**src/rtl/mic_pkg.sv**
```systemverilog
// Shared types and helpers for the multi-channel microphone level meter.
//   sample_t     : signed microphone sample at the default sample width
//   level_t      : unsigned rectified/decayed level at the default level width
//   scan_state_t : states of the loudest-channel scan
//   abs_sat()    : magnitude of a sample; the most-negative code saturates
//                  to the largest positive code instead of wrapping
package mic_pkg;

  localparam int SAMPLE_W = 24;
  localparam int LEVEL_W  = 16;

  typedef logic signed [SAMPLE_W-1:0] sample_t;
  typedef logic        [LEVEL_W-1:0]  level_t;

  typedef enum logic [1:0] {
    IDLE = 2'd0,
    SCAN = 2'd1,
    DONE = 2'd2
  } scan_state_t;

  function automatic sample_t abs_sat(input sample_t s);
    if (s == {1'b1, {(SAMPLE_W-1){1'b0}}}) return {1'b0, {(SAMPLE_W-1){1'b1}}};
    else if (s[SAMPLE_W-1])                return -s;
    else                                   return s;
  endfunction

endpackage

```
**src/rtl/mic_level_chan.sv**
```systemverilog
// One microphone channel: rectify with saturation, peak-hold with optional
// hold time, exponential decay, and registered PWM LED compare.
//   clk, rst_n   : clock, synchronous active-low reset
//   sample_valid : stage-1 enable, captures |sample|
//   update       : stage-2 enable (strobe delayed one cycle), updates level
//   sample       : signed input sample
//   pwm_cnt      : shared free-running PWM counter
//   level        : current level
//   led          : PWM LED output
module mic_level_chan #(
  parameter int SAMPLE_W     = mic_pkg::SAMPLE_W,
  parameter int LEVEL_W      = mic_pkg::LEVEL_W,
  parameter int PWM_W        = 8,
  parameter int DECAY_SHIFT  = 4,
  parameter int HOLD_SAMPLES = 0
) (
  input  logic                clk,
  input  logic                rst_n,
  input  logic                sample_valid,
  input  logic                update,
  input  logic [SAMPLE_W-1:0] sample,
  input  logic [PWM_W-1:0]    pwm_cnt,
  output logic [LEVEL_W-1:0]  level,
  output logic                led
);

  localparam int HOLD_W = (HOLD_SAMPLES > 0) ? $clog2(HOLD_SAMPLES + 1) : 1;
  localparam logic [HOLD_W-1:0]   HOLD_LOAD = HOLD_W'(HOLD_SAMPLES);
  localparam logic [SAMPLE_W-1:0] MOST_NEG  = {1'b1, {(SAMPLE_W-1){1'b0}}};
  localparam logic [SAMPLE_W-1:0] MAX_POS   = {1'b0, {(SAMPLE_W-1){1'b1}}};

  logic [SAMPLE_W-1:0] abs_d;
  logic [LEVEL_W-1:0]  peak_q;
  logic [LEVEL_W-1:0]  step;
  logic [HOLD_W-1:0]   hold_cnt;
  logic                unused_abs_lsbs;

  always_comb begin
    if (sample == MOST_NEG)       abs_d = MAX_POS;
    else if (sample[SAMPLE_W-1])  abs_d = -sample;
    else                          abs_d = sample;
  end

  // Only the top LEVEL_W bits of the magnitude ever reach the level.
  assign unused_abs_lsbs = ^abs_d[SAMPLE_W-LEVEL_W-1:0];

  // Small levels would stall at a shift result of zero; force a unit step
  // so every level eventually decays to 0.
  always_comb begin
    step = level >> DECAY_SHIFT;
    if (step == '0 && level != '0) step = LEVEL_W'(1);
  end

  always_ff @(posedge clk) begin
    if (!rst_n) begin
      peak_q   <= '0;
      level    <= '0;
      hold_cnt <= '0;
      led      <= 1'b0;
    end else begin
      if (sample_valid) peak_q <= abs_d[SAMPLE_W-1 -: LEVEL_W];
      if (update) begin
        if (peak_q >= level) begin
          level    <= peak_q;
          hold_cnt <= HOLD_LOAD;
        end else if (hold_cnt != '0) begin
          hold_cnt <= hold_cnt - HOLD_W'(1);
        end else begin
          level <= level - step;
        end
      end
      led <= (pwm_cnt < level[LEVEL_W-1 -: PWM_W]);
    end
  end

endmodule

```
**src/rtl/mic_level_array.sv**
```systemverilog
// Multi-channel microphone level meter with loudest-channel scan.
//   clk, rst_n    : clock, synchronous active-low reset
//   sample_valid  : one-cycle strobe, all channel samples valid together
//   samples       : signed samples, ch k at [k*SAMPLE_W +: SAMPLE_W]
//   led           : per-channel PWM LED
//   levels        : per-channel level, ch k at [k*LEVEL_W +: LEVEL_W]
//   loudest_ch    : loudest channel of the last completed scan
//   loudest_level : its level at scan snapshot
//   loudest_valid : one-cycle pulse when loudest_ch/loudest_level update
//
// state | meaning
// IDLE  | waiting; level update or pending request snapshots levels
// SCAN  | compares one snapshot channel per cycle against running best
// DONE  | result registered, pulse high; returns to IDLE
module mic_level_array
  import mic_pkg::*;
#(
  parameter int NUM_CH       = 4,
  parameter int SAMPLE_W     = mic_pkg::SAMPLE_W,
  parameter int LEVEL_W      = mic_pkg::LEVEL_W,
  parameter int PWM_W        = 8,
  parameter int DECAY_SHIFT  = 4,
  parameter int HOLD_SAMPLES = 0
) (
  input  logic                       clk,
  input  logic                       rst_n,
  input  logic                       sample_valid,
  input  logic [NUM_CH*SAMPLE_W-1:0] samples,
  output logic [NUM_CH-1:0]          led,
  output logic [NUM_CH*LEVEL_W-1:0]  levels,
  output logic [$clog2(NUM_CH)-1:0]  loudest_ch,
  output logic [LEVEL_W-1:0]         loudest_level,
  output logic                       loudest_valid
);

  localparam int CH_W = $clog2(NUM_CH);
  localparam logic [CH_W-1:0] LAST_CH = CH_W'(NUM_CH - 1);

  logic [PWM_W-1:0]   pwm_cnt;
  logic               v1, v2;
  logic [LEVEL_W-1:0] lvl  [NUM_CH];
  logic [LEVEL_W-1:0] snap [NUM_CH];
  logic [LEVEL_W-1:0] best_lvl;
  logic [CH_W-1:0]    best_ch;
  logic [CH_W-1:0]    idx;
  logic               pending;
  scan_state_t        state, state_d;
  logic               start, take, last;

  for (genvar k = 0; k < NUM_CH; k++) begin : g_ch
    mic_level_chan #(
      .SAMPLE_W    (SAMPLE_W),
      .LEVEL_W     (LEVEL_W),
      .PWM_W       (PWM_W),
      .DECAY_SHIFT (DECAY_SHIFT),
      .HOLD_SAMPLES(HOLD_SAMPLES)
    ) u_chan (
      .clk         (clk),
      .rst_n       (rst_n),
      .sample_valid(sample_valid),
      .update      (v1),
      .sample      (samples[k*SAMPLE_W +: SAMPLE_W]),
      .pwm_cnt     (pwm_cnt),
      .level       (lvl[k]),
      .led         (led[k])
    );
    assign levels[k*LEVEL_W +: LEVEL_W] = lvl[k];
  end

  // v2 marks the cycle in which a strobe's new levels become visible.
  always_ff @(posedge clk) begin
    if (!rst_n) begin
      pwm_cnt <= '0;
      v1      <= 1'b0;
      v2      <= 1'b0;
    end else begin
      pwm_cnt <= pwm_cnt + PWM_W'(1);
      v1      <= sample_valid;
      v2      <= v1;
    end
  end

  always_comb begin
    state_d = state;
    start   = 1'b0;
    take    = (snap[idx] > best_lvl);
    last    = (idx == LAST_CH);
    case (state)
      IDLE: if (v2 || pending) begin
        start   = 1'b1;
        state_d = SCAN;
      end
      SCAN:    if (last) state_d = DONE;
      DONE:    state_d = IDLE;
      default: state_d = IDLE;
    endcase
  end

  always_ff @(posedge clk) begin
    if (!rst_n) state <= IDLE;
    else        state <= state_d;
  end

  always_ff @(posedge clk) begin
    if (!rst_n) begin
      for (int k = 0; k < NUM_CH; k++) snap[k] <= '0;
      best_lvl      <= '0;
      best_ch       <= '0;
      idx           <= '0;
      pending       <= 1'b0;
      loudest_ch    <= '0;
      loudest_level <= '0;
      loudest_valid <= 1'b0;
    end else begin
      loudest_valid <= 1'b0;
      // A start consumes both the pending request and a same-cycle update.
      if (start)   pending <= 1'b0;
      else if (v2) pending <= 1'b1;
      if (start) begin
        snap     <= lvl;
        best_lvl <= lvl[0];
        best_ch  <= '0;
        idx      <= CH_W'(1);
      end
      if (state == SCAN) begin
        if (take) begin
          best_lvl <= snap[idx];
          best_ch  <= idx;
        end
        idx <= idx + CH_W'(1);
        // Result is registered on entry to DONE so the pulse and data align.
        if (last) begin
          loudest_ch    <= take ? idx : best_ch;
          loudest_level <= take ? snap[idx] : best_lvl;
          loudest_valid <= 1'b1;
        end
      end
    end
  end

endmodule

```
**config.mk**
```make
export PLATFORM = sky130hd
export DESIGN_NAME = mic_level_array
export DESIGN_NICKNAME = d
export VERILOG_FILES = /design/src/rtl/mic_pkg.sv /design/src/rtl/mic_level_chan.sv /design/src/rtl/mic_level_array.sv
export SDC_FILE = /design/constraint.sdc
export NUM_CORES = 1
export LEC_CHECK = 0
export CAP_MARGIN = 30
export CORE_MARGIN = 2
export CORE_UTILIZATION = 50
export DETAILED_ROUTE_END_ITERATION = 10
export PLACE_DENSITY_LB_ADDON = 0.12
export SLEW_MARGIN = 20
export SYNTH_ARGS = -nofsm -noshare
export SYNTH_HDL_FRONTEND = slang
export SYNTH_HIERARCHICAL = 1
export SYNTH_SLANG_ARGS = --single-unit
```
**constraint.sdc**
```tcl
create_clock -name clk -period 4.7 [get_ports clk]
set_input_delay 0.94 -clock clk [delete_from_list [all_inputs] [get_ports clk]]
set_output_delay 0.94 -clock clk [all_outputs]
set_load 0.01 [all_outputs]
```
==> flow_summary.yaml <==
global_route:
  top_usage_layer: "met2"
  grt_pass1_vias: 14670
  use_met1_pct: 37.42
  grt_antenna_before_repair: 0
  overflow: 0
  use_met2_pct: 44.95
  grt_pass1_wl_mm: 76.18
  met3_usage_pct: 3.424
  grt_max_degree: 170
  track_usage_pct: 27.39
sta:
  period_needed_ns: 3.570
  hold_violations: 0
  holdWs_ns: 0.4624
  min_period_over_period_pct: 75.95
  fin_setup_tns_ns: 0
  rsz0062_at_grt: "no"
  report.final.slew_viol_count: 0
  finalClockSkew_ns: 0.01181
  worst_pin_slew_ns: 0.9478
  slew_headroom_pct: 36.81
  fmax_mhz: 280.1
  setup_viol: 0
floorplanning:
  initial_utilization_pct: 50.79
  core_mm2: 0.03262
  die_h_um: 186.0
  core.rowCount: 66
  ios: 186
  die_w_um: 186.0
  dieArea_mm2: 0.03460
cts:
  cts_setup_buffers: 0
  clk_path_buf_depth: 3
  cts_tree: "built"
  cts_resized: 0
  clockRootBuffer: "clkbuf_16"
  clkLatencyLatePin_ns: 0.55
  numCtsBuffers: 28
  cts.sinks: 248
  hold_buffers: 0
  cts.clk_slew.worst_paths_ns: 0.06
  h-tree-depth: 1
routing:
  vias: 15480
  drt_wl_total_mm: 48.02
  drt-vias-per-instance: 5.960
  drtPass1Iterations: 5
  drtAntennaViolNets: 0
  wl_per_cell_um: 18.49
  drc: 0
  drtIter0Drc: 1201
worst_setup_path:
  r2r-start: "idx[0]$_SDFFE_PN0P_"
  cp-startpoint: "idx[0]$_SDFFE_PN0P_"
  rr_worst_depth: 8
  critPathCaptureType: "register"
  cp.required_ns: 5.13
  path_max_fanout: 18
  worst-setup-path-type: "reg2reg"
  arrival_ns: 4.00
  endpoint: "best_lvl[9]$_SDFF_PN0_"
  worstReg2RegEnd: "best_lvl[9]$_SDFF_PN0_"
  cp-start-kind: "register"
  reg2reg_slack_ns: 1.13
finish:
  n_fill_cell: 2947
  area_delta_synth_final_pct: 19.42
  nets: 2404
  stdcell_count: 2597
  antennaDiodeCount: 0
  final_area_mm2: 0.01978
  drive_gt1_share_pct: 5.615
outcome:
  outcome: "completed"
worst_hold_path:
  hold_class: "reg2reg"
place:
  place_inst: 2545
  place.gp.congestion: 0.9081
  placed_cell_area_mm2: 0.01875
  io_buffer_count: 185
  place_hpwl_mm: 34.88
synth:
  synth_edf_count: 0
  synth.area.top_cells: "dfxtp_1 (30%), ha_1 (12%), nand2_1 (5.5%)"
  synth_warnings: 6
  synthCells: 1997
  synth_area_leader_cell: "dfxtp_1"
  synth_commonest_cells: "dfxtp_1 (248), nand2_1 (244), o21ai_0 (174), ha_1 (165), inv_1 (152)"
  ys_async_sr_fraction_pct: 0
  synth_cell_type_count: 88
  syn_area_per_cell_um2: 8.295
  synth_nets: 2265
  synth-seq-cells: 248
  synth.most_common_cell: "dfxtp_1"
  synth_ff_type: "dfxtp_1"
  syn_area_mm2: 0.01657
  ys_seq_area_share_pct: 29.97
  netlist.area_leader.share_pct: 29.97
job:
  maxCapViolations: 0
pwr:
  p_leak_nw: 7.892
  pwr_density_cell_mw_per_mm2: 501.2
  ir_worst_vdd_mv: 0.5260
  finalPower_w: 0.009915
cell families after synthesis:
family	share of synthesized area [%]
simple gates	16.14
fa+ha+maj	12.95
xor+xnor	4.335
compound gates	26.10
mux	4.562
flops	29.97
buf+inv	5.952
layout by cell type, fill, tap and decap left out, types with 24 or more instances in the layout:
| master | n |
|---|---|
| dfxtp_1 | 247 |
| nand2_1 | 244 |
| clkdlybuf4s50_1 | 183 |
| o21ai_0 | 174 |
| ha_1 | 165 |
| inv_1 | 152 |
| a21oi_1 | 130 |
| a21boi_0 | 70 |
| xor2_1 | 61 |
| nand3_1 | 49 |
| a31oi_1 | 45 |
| nor2_1 | 40 |
| mux2i_1 | 35 |
| a21o_1 | 33 |
| clkbuf_16 | 29 |
| nor4_1 | 28 |
| nand4_1 | 24 |
critical path, stage by stage (launching register included):
cell and delay [ns]:
dfxtp_1 0.83, mux4_2 0.64, ha_1 0.34, nand4_1 0.17
nor4_2 0.33, a21boi_2 0.25, o31ai_4 0.09, or2_1 0.48
o211a_1 0.33
metal layers:
metal	wire, um	vias to the layer above
li1	-	7615
met1	22040	7303
met2	21710	460
met3	2856	101
met4	1405	0
met5	0	-
worst min path at each step:
| stage | cells after the start | start | to |
|---|---|---|---|
| floorplan | 2 | snap[25]$_SDFFE_PN0P_ | snap[25]$_SDFFE_PN0P_ |
| global placement | 2 | snap[63]$_SDFFE_PN0P_ | snap[63]$_SDFFE_PN0P_ |
| detailed placement | 2 | snap[0]$_SDFFE_PN0P_ | snap[0]$_SDFFE_PN0P_ |
| CTS | 2 | snap[0]$_SDFFE_PN0P_ | snap[0]$_SDFFE_PN0P_ |
| global route | 2 | snap[1]$_SDFFE_PN0P_ | snap[1]$_SDFFE_PN0P_ |
| finish | 2 | snap[0]$_SDFFE_PN0P_ | snap[0]$_SDFFE_PN0P_ |
registers in the layout (all words and copies together), names as in the netlist:
register and cells:
best_ch 2, idx 2, v1 1, best_lvl 16
loudest_ch 2, v2 1, state 2, loudest_level 16
g_ch.u_chan/level 64, loudest_valid 1, g_ch.u_chan/led 4, g_ch.u_chan/peak_q 64
snap 64, pending 1, pwm_cnt 8
per-stage QoR:
step           setup WS (ns)  utilization (%)
6_report               1.130            60.65
5_1_grt               0.8338            60.65
4_1_cts                1.092            60.55
3_5_place_dp          0.8510            57.47
3_3_place_gp          0.8748            57.45
2_1_floorplan          1.321                -
power breakdown:
part	switching, W	internal [W]	total (W)
sequential	0.000378	0.00233	0.00271
combinational	0.00272	0.00209	0.00481
clock	0.000884	0.00151	0.00239
total	0.00398	0.00593	0.00992
cell type report:
class | count | area (um^2) | share of cell area [%]
tap | 442 | 553.0 | 2.796
inverter | 154 | 578.1 | 2.922
multi-input combinational | 1494 | 10620 | 53.70
clock buffer | 38 | 799.5 | 4.041
timing repair buffer | 210 | 2056 | 10.39
clock inverter | 11 | 205.2 | 1.037
sequential | 248 | 4969 | 25.12
Power figures use the tool's default switching activity.
